<file path="src/rtl/jstk2_pkg.sv">
// Shared definitions for the JSTK2 joystick-to-servo PWM block.
// Packet field offsets, FSM states and the microsecond-to-tick helper.
package jstk2_pkg;

  localparam int PKT_W    = 40;
  localparam int X_W      = 10;
  localparam int X_LO_LSB = 32;
  localparam int X_HI_LSB = 24;
  localparam int Y_LO_LSB = 16;
  localparam int Y_HI_LSB = 8;
  localparam int BTN_LSB  = 0;

  typedef enum logic {
    WAIT_DATA,
    FRAME
  } state_e;

  function automatic int us_to_ticks(
    input longint clk_hz,
    input longint us
  );
    return int'((clk_hz / longint'(1_000_000)) * us);
  endfunction

endpackage

</file>
<file path="src/rtl/servo_pulse_gen.sv">
// Frame counter and pulse comparator for the servo PWM.
// Width is sampled only at count 0 so a frame is never altered mid-pulse.
module servo_pulse_gen #(
  parameter int PERIOD_TICKS = 2_000_000,
  parameter int CW           = 21
) (
  input  logic          clk,
  input  logic          rst,
  input  logic          enable_i,
  input  logic [CW-1:0] width_i,
  output logic          pwm_o,
  output logic          frame_wrap_o
);

  logic [CW-1:0] count_q, count_d;
  logic [CW-1:0] width_q, width_d;
  logic [CW-1:0] cur_width;
  logic          start;
  logic          last;

  assign start = enable_i && (count_q == '0);
  assign last  = (count_q == CW'(PERIOD_TICKS - 1));

  // The first cycle of a frame compares against the incoming width.
  assign cur_width = start ? width_i : width_q;

  always_comb begin
    count_d = '0;
    width_d = width_q;
    if (enable_i) begin
      count_d = last ? '0 : count_q + CW'(1);
      if (start) width_d = width_i;
    end
  end

  always_ff @(posedge clk or posedge rst) begin
    if (rst) begin
      count_q <= '0;
      width_q <= '0;
    end else begin
      count_q <= count_d;
      width_q <= width_d;
    end
  end

  assign frame_wrap_o = enable_i && last;
  assign pwm_o        = enable_i && (count_q < cur_width);

endmodule

</file>
<file path="src/rtl/jstk2_servo_pwm.sv">
// JSTK2 X position to RC-servo PWM with link watchdog.
// Define JSTK2_DEADZONE_EN to snap X near centre to 512.
module jstk2_servo_pwm
  import jstk2_pkg::*;
#(
  parameter int CLK_FREQ_HZ    = 100_000_000,
  parameter int PERIOD_US      = 20_000,
  parameter int MIN_PULSE_US   = 1_000,
  parameter int MAX_PULSE_US   = 2_000,
  parameter int TIMEOUT_FRAMES = 50,
  parameter int DEADZONE       = 16
) (
  input  logic             clk,
  input  logic             rst,
  input  logic             xy_valid,
  input  logic [PKT_W-1:0] xy_values,
  output logic             pwm_out,
  output logic             active,
  output logic [X_W-1:0]   x_pos
);

  localparam int MIN_TICKS =
    us_to_ticks(CLK_FREQ_HZ, MIN_PULSE_US);
  localparam int SPAN_TICKS =
    us_to_ticks(CLK_FREQ_HZ, MAX_PULSE_US - MIN_PULSE_US);
  localparam int PERIOD_TICKS =
    us_to_ticks(CLK_FREQ_HZ, PERIOD_US);

  localparam int CW = $clog2(PERIOD_TICKS + 1);
  localparam int SW = $clog2(SPAN_TICKS + 1);
  localparam int PW = X_W + SW;
  localparam int MW = $clog2(TIMEOUT_FRAMES + 1);

  logic [X_W-1:0] x_q, x_d, x_eff;
  logic [PW-1:0]  prod_q, prod_d;
  logic [CW-1:0]  pend_q, pend_d;
  logic           v1_q, v2_q, v3_q;

  state_e         state_q;
  logic           active_q;
  logic [MW-1:0]  miss_q;

  logic           pwm;
  logic           wrap;
  logic           unused_bits;

  assign unused_bits = ^{
    xy_values[31:26],
    xy_values[Y_LO_LSB +: 8],
    xy_values[15:10],
    xy_values[Y_HI_LSB +: 2],
    xy_values[BTN_LSB +: 8]
  };

  assign x_d = {
    xy_values[X_HI_LSB +: 2],
    xy_values[X_LO_LSB +: 8]
  };

`ifdef JSTK2_DEADZONE_EN
  localparam logic [X_W-1:0] DZ_LO = X_W'(512 - DEADZONE);
  localparam logic [X_W-1:0] DZ_HI = X_W'(512 + DEADZONE);

  assign x_eff = (x_q >= DZ_LO && x_q <= DZ_HI)
               ? X_W'(512) : x_q;
`else
  localparam int UNUSED_DZ = DEADZONE;

  assign x_eff = x_q;
`endif

  assign prod_d = PW'(x_eff) * PW'(SPAN_TICKS);
  assign pend_d = CW'(MIN_TICKS) + CW'(prod_q >> 10);

  always_ff @(posedge clk or posedge rst) begin
    if (rst) begin
      x_q    <= '0;
      prod_q <= '0;
      pend_q <= CW'(MIN_TICKS);
      v1_q   <= 1'b0;
      v2_q   <= 1'b0;
      v3_q   <= 1'b0;
    end else begin
      v1_q <= xy_valid;
      v2_q <= v1_q;
      v3_q <= v2_q;
      if (xy_valid) x_q    <= x_d;
      if (v1_q)     prod_q <= prod_d;
      if (v2_q)     pend_q <= pend_d;
    end
  end

  // A strobe on the wrap cycle has priority over the timeout.
  always_ff @(posedge clk or posedge rst) begin
    if (rst) begin
      state_q  <= WAIT_DATA;
      active_q <= 1'b0;
      miss_q   <= '0;
    end else begin
      unique case (state_q)
        WAIT_DATA: begin
          miss_q <= '0;
          if (v3_q) begin
            state_q  <= FRAME;
            active_q <= 1'b1;
          end
        end
        FRAME: begin
          if (xy_valid) begin
            miss_q <= '0;
          end else if (wrap) begin
            if (miss_q == MW'(TIMEOUT_FRAMES - 1)) begin
              state_q  <= WAIT_DATA;
              active_q <= 1'b0;
              miss_q   <= '0;
            end else begin
              miss_q <= miss_q + MW'(1);
            end
          end
        end
        default: begin
          state_q  <= WAIT_DATA;
          active_q <= 1'b0;
          miss_q   <= '0;
        end
      endcase
    end
  end

  servo_pulse_gen #(
    .PERIOD_TICKS (PERIOD_TICKS),
    .CW           (CW)
  ) u_gen (
    .clk          (clk),
    .rst          (rst),
    .enable_i     (state_q == FRAME),
    .width_i      (pend_q),
    .pwm_o        (pwm),
    .frame_wrap_o (wrap)
  );

  assign pwm_out = pwm;
  assign active  = active_q;
  assign x_pos   = x_q;

endmodule

</file>
<file path="config.mk">
export PLATFORM = sky130hd
export DESIGN_NAME = jstk2_servo_pwm
export DESIGN_NICKNAME = d
export VERILOG_FILES = /design/src/rtl/jstk2_pkg.sv /design/src/rtl/servo_pulse_gen.sv /design/src/rtl/jstk2_servo_pwm.sv
export SDC_FILE = /design/constraint.sdc
export NUM_CORES = 1
export LEC_CHECK = 0
export ABC_AREA = 1
export BUFFER_PORTS_ARGS = -buffer_cell sky130_fd_sc_hd__buf_2
export CAP_MARGIN = 40
export CORE_AREA = 2 2 118 120
export DETAILED_ROUTE_END_ITERATION = 8
export DIE_AREA = 0 0 120 122
export PLACE_DENSITY = 0.74
export SYNTH_ARGS = -nofsm -noshare
export SYNTH_HDL_FRONTEND = slang
export SYNTH_HIERARCHICAL = 1
export SYNTH_SLANG_ARGS = --single-unit
</file>
<file path="constraint.sdc">
create_clock -name clk -period 3.6 [get_ports clk]
set_input_delay 0 -clock clk [delete_from_list [all_inputs] [get_ports clk]]
set_output_delay 0 -clock clk [all_outputs]
set_load 0.05 [all_outputs]
</file>
======== Word level (Yosys, flattened, before mapping) ========
Index checks and enable logic that the tools add are counted.
W data, S select, Z words.
cells by class
  reductions and logical operators ........ 5
  $add $sub $neg .......................... 3
  equal/unequal tests ..................... 7
  bitwise operators ....................... 1
  muxes and demuxes ....................... 17
  magnitude comparators ................... 1
  $mul .................................... 1
operators by type and width
  operator                  number
  $mux W21                  3
  $mul A10 B12 Y22 const B  1
  $add A21 B1 Y21 const B   1
  $eq A21 B21 Y1 const B    1
  $logic_not A21 Y1         1
  $lt A21 B21 Y1            1
  $add A17 B17 Y18 const A  1
  $mux W6                   3
  $pmux W6 S2               1
  $mux W1                   8
  $add A6 B1 Y6 const B     1
  $eq A6 B6 Y1 const B      1
  $ne A2 B1 Y1 const B      2
  $ne A2 B2 Y1 const B      2
  $pmux W1 S2               2
  $reduce_and A4 Y1         1
  $logic_and A1 B1 Y1       3
  $ne A3 B2 Y1 const B      1
  $not A1 Y1                1
storage, ports and cells
  word-level logic and storage cells ...... 46
  register bits after elaboration ......... 106

======== Depth between registers and ports, before layout ========
  word-level depth ........................ 5
  depth in mapped cells ................... 19
  gate-level depth less buffers ........... 19

======== Hierarchy ========
The synthesis kept the hierarchy.
modules (own cells, without submodules)
  module           cells each  seq. area each (um^2)  times used  area each (um^2)
  jstk2_servo_pwm  578         1408.9                 1           4644.5
  servo_pulse_gen  341         1051.0                 1           2637.5

======== Least setup slack after synthesis ========
Ideal clock, no wire load.
  kind .................................... register to register
  from .................................... reg x_q[6] (netlist: x_pos[6])
  to ...................................... reg prod_q[26]
  stages on the path, launching flop included .. 18
  path buffers ............................ 0
  period minus slack after synthesis ...... 4034 ps
  library setup time ...................... 117 ps
  path slack .............................. -434 ps
  data arrival time ....................... 3916 ps
  cells stage by stage .................... dfrtp_1 > ha_1 > fa_1 > inv_1 > fa_1 > inv_1 > ha_1 > fa_1 > ha_1 > nand2_2 > nor2_1 > nand3_2 > nand3b_4 > nand2_1 > nand2_1 > nand2_1 > nand3_1 > nand2_1
on the way
  word-level cells in the longest chain between the ends .. 1
ends and longest elaborated chain
  item                    line                   text
  start, declared         jstk2_servo_pwm.sv:34  logic [X_W-1:0] x_q, x_d, x_eff;
  start signal, assigned  jstk2_servo_pwm.sv:77  x_q <= '0;
  start signal, assigned  jstk2_servo_pwm.sv:87  if (xy_valid) x_q <= x_d;
  $mul A10 B12 Y22        jstk2_servo_pwm.sv:72  assign prod_d = PW'(x_eff) * PW'(SPAN_TICKS);
  end signal, assigned    jstk2_servo_pwm.sv:88  if (v1_q) prod_q <= prod_d;
  end, declared           jstk2_servo_pwm.sv:35  logic [PW-1:0] prod_q, prod_d;
Every way passes these cells.
A chain may end at the register's enable or synchronous reset.

======== Final worst setup path ========
  from .................................... reg x_q[5] (netlist: x_pos[5])
  to ...................................... reg prod_q[22]
Same word-level chain as after synthesis.

==> metrics.csv <==
metric,value,unit
syn_area,7280,sq um
fillerInstances,1073,
post-place-cells,1139,
finalSetupViolations,8,
drt.antenna.violating_nets,0,
power_share_of_the_sequential_group,25.2,%
nNetsFinal,1151,
timing.slew.headroom,56.0,%
power_share_of_the_clock_group,14.9,%
power.switching_fraction,44.2,%
layout-drive-gt1-share,21.7,%
final_hold_viol_count,0,
floorplan.initialDensity,53.9,%
postSynthAreaPerCell,7.92,sq um
htree_num_levels,3,
cap_viol_max_count,0,
power.share.combinational,59.9,%
grt_pass1_vias,6402,
synth_flop_cell,dfrtp_1,
post-route-period-util,103,%
clock_sinks,98,
die_y,122,um
ir_drop,0.536,mV
intPower,0.00380,W
worstSkewPairLatency,0.36,ns
areaGrowthSynthToFinish,21.1,%
criticalPathCategory,reg2reg,
route.detailed.wl_per_inst,14.7,um
num_vias,6162,
path_clk_slew,0.07,ns
utilization_after_layout,65.3,%
grt_max_degree,43,
synth_cell_type_count,48,
num_rows,43,
worstSetupEndpointType,register,
clock_skew,0.00610,ns
fp.dieW,120,um
number_of_flops_mapped_to_enable_cells_by_yosys,0,
timing_worst_slew_pin_value,0.660,ns
final-instance-count-excl-fill,1178,
p_per_area,773,nW/um^2
grt_pass1_wl,29.0,mm
violated_checks,setup timing,
post_synth_main_area_contributors,"dfrtp_1, ha_1, nand2_1, inv_1, fa_1",
tritoncts_clock_tree,built,
yosysSeqAreaShare,33.8,%
grt_overflow_total,0,
holdCritPathClass,in2async,
antenna_cells,0,
postSynthRegisterBits,98,
drt-vias-per-instance,5.23,
slew_violations,0,
rd_place_congestion,0.896,
grt_antenna_before_repair,0,
startpoint_class,register,
leakage,4.51,nW
period_minus_slack,3.70,ns
power,0.00681,W
grt_setup_unrepaired,true,
netSwitchingPower,0.00301,W
critical_path_required,3.85,ns
run_status,"finished, violations left",
numPortBuffers,24,
cts.root.buffer_cell,clkbuf_16,
cts.path.max_buffers,2,
die_area,14600,sq um
routed_wl,17.3,mm
core_area,13500,sq um
drc,0,
syn_inst,919,
ys_warn_count,6,
hpwl_detailed,12.3,mm
crit_path_max_fanout,4,
critPathArrivalTime,3.95,ns
cts_buffers,9,
design.portCount,55,
synth_top_area_share,31.6,%
gr-usage-all-layers,24.9,%
async_flop_share,100,%
cell_type_with_the_highest_aggregate_area_in_the_netlist,dfrtp_1,
dr.pass1.iters,5,
first_iter_violations,457,
finalWorstSetupSlack,-0.0978,ns
timing.fmax,270,MHz
## state kept, by name, indices dropped and copies added (netlist names), 6 cells and up
| register | cells |
|---|---|
| miss_q | 6 |
| pend_q | 18 |
| prod_q | 17 |
| u_gen/count_q | 21 |
| u_gen/width_q | 21 |
| x_pos | 10 |
## per-stage QoR
step	cell area (sq um)	hold slack (ns)	worst slack [ns]	setup TNS [ns]
final	8820	0.180	-0.0978	-0.475
after global routing	8820	0.223	-0.230	-2.01
after CTS	8570	0.187	-0.0480	-0.171
after detailed placement	7980	0.00470	-0.120	-0.753
after global placement	7980	0.00722	-0.0433	-0.140
after floorplan	7500	0.0314	-0.0474	-0.159
## worst max-delay path, cell delays in order, from the launching register on
cell      delay [ns]
dfrtp_2         0.45
ha_4            0.25
fa_1            0.49
inv_2           0.04
fa_1            0.51
inv_2           0.05
ha_4            0.27
fa_2            0.46
ha_4            0.35
nand2_2         0.06
nand2_2         0.08
nand2_1         0.06
nand2_1         0.06
nand3b_4        0.16
nand2_4         0.06
nand2_2         0.05
nand2_1         0.04
nand3_1         0.08
nand2_1         0.06
## cells in the mapped netlist (all sizes together), types with 11 or more instances
cell type	instances
a21oi	35
buf	11
dfrtp	92
fa	18
ha	96
inv	135
nand2	270
nand3	44
nand4	13
nor2	78
nor3	27
o21ai	30
xor2	15
## cell type report
| type | instances | area, sq um | area share (%) |
|---|---|---|---|
| Multi-Input combinational cell | 669 | 4720 | 53.5 |
| Sequential cell | 98 | 2470 | 28.0 |
| Timing Repair Buffer | 76 | 578 | 6.56 |
| Inverter | 140 | 527 | 5.98 |
| Clock buffer | 9 | 225 | 2.55 |
| Tap cell | 180 | 225 | 2.55 |
| Clock inverter | 6 | 72.6 | 0.823 |
## kinds of logic (layout without fill, tap and decap cells)
group | count (synthesis) | in the layout | share of synthesized area (%)
simple gates | 451 | 451 | 27.9
buf+inv | 154 | 231 | 8.30
fa+ha+maj | 114 | 114 | 21.4
flops | 98 | 98 | 33.8
compound gates | 79 | 79 | 5.88
xor+xnor | 22 | 22 | 2.65
other cells | 1 | 3 | 0.0515
## per-layer routing
layer  vias to the layer above  share of wire [%]  wire length [um]  global-route usage, %
li1                       3088                  -                 -                      -
met1                      2909                 43              7480                   29.2
met2                       128                 51              8890                   45.6
met3                        37                2.9               497                   4.21
met4                         0                2.7               465                   9.19
met5                         -                  0                 0                      0
## final timing paths
check	endpoint	depth (start not counted)	slack [ns]	start
max	prod_q[22]	18	-0.1	x_pos[5]
min	miss_q[0]	3	0.18	rst
max reg2reg	prod_q[22]	18	-0.1	x_pos[5]
min reg2reg	pend_q[1]	2	0.47	pend_q[1]
max in group asynchronous	pend_q[15]	4	2.57	rst
min in group clk	x_pos[2]	4	0.40	xy_values[34]
## cells in the final DEF, fill, tap and decap left out, types with 16 or more instances in the layout
cell type and n:
nand3_1 35, dfrtp_1 84, buf_2 24, fa_1 16, ha_1 74, a21oi_1 27, inv_1 113, dlygate4sd3_1 17
nor2_1 60, buf_4 33, nand2_1 235, ha_4 21, inv_2 22, nand2_2 30, o21ai_0 17, nor3_1 23
## timing repair
| item | 4_1_cts | 5_1_grt |
|---|---|---|
| pin swaps | 7 | 30 |
| hold buffers | 17 | 0 |
| gates cloned | 0 | 0 |
| setup endpoints to repair | 9 | 14 |
| setup buffers | 4 | 3 |
| gates resized for setup | 15 | 47 |
| endpoints found under the hold margin | 69 | 0 |
## power groups by stage
stage / clock, W / combinational (W) / sequential [W]
finish: 0.00101 / 0.00408 / 0.00172
global route: 0.00107 / 0.00452 / 0.00177
global placement: 0 / 0.00324 / 0.00173
CTS: 0.00103 / 0.00356 / 0.00172
floorplan: 0 / 0.00256 / 0.00169
detailed placement: 0 / 0.00331 / 0.00174
No activity file was read; power rests on OpenSTA's default activity.
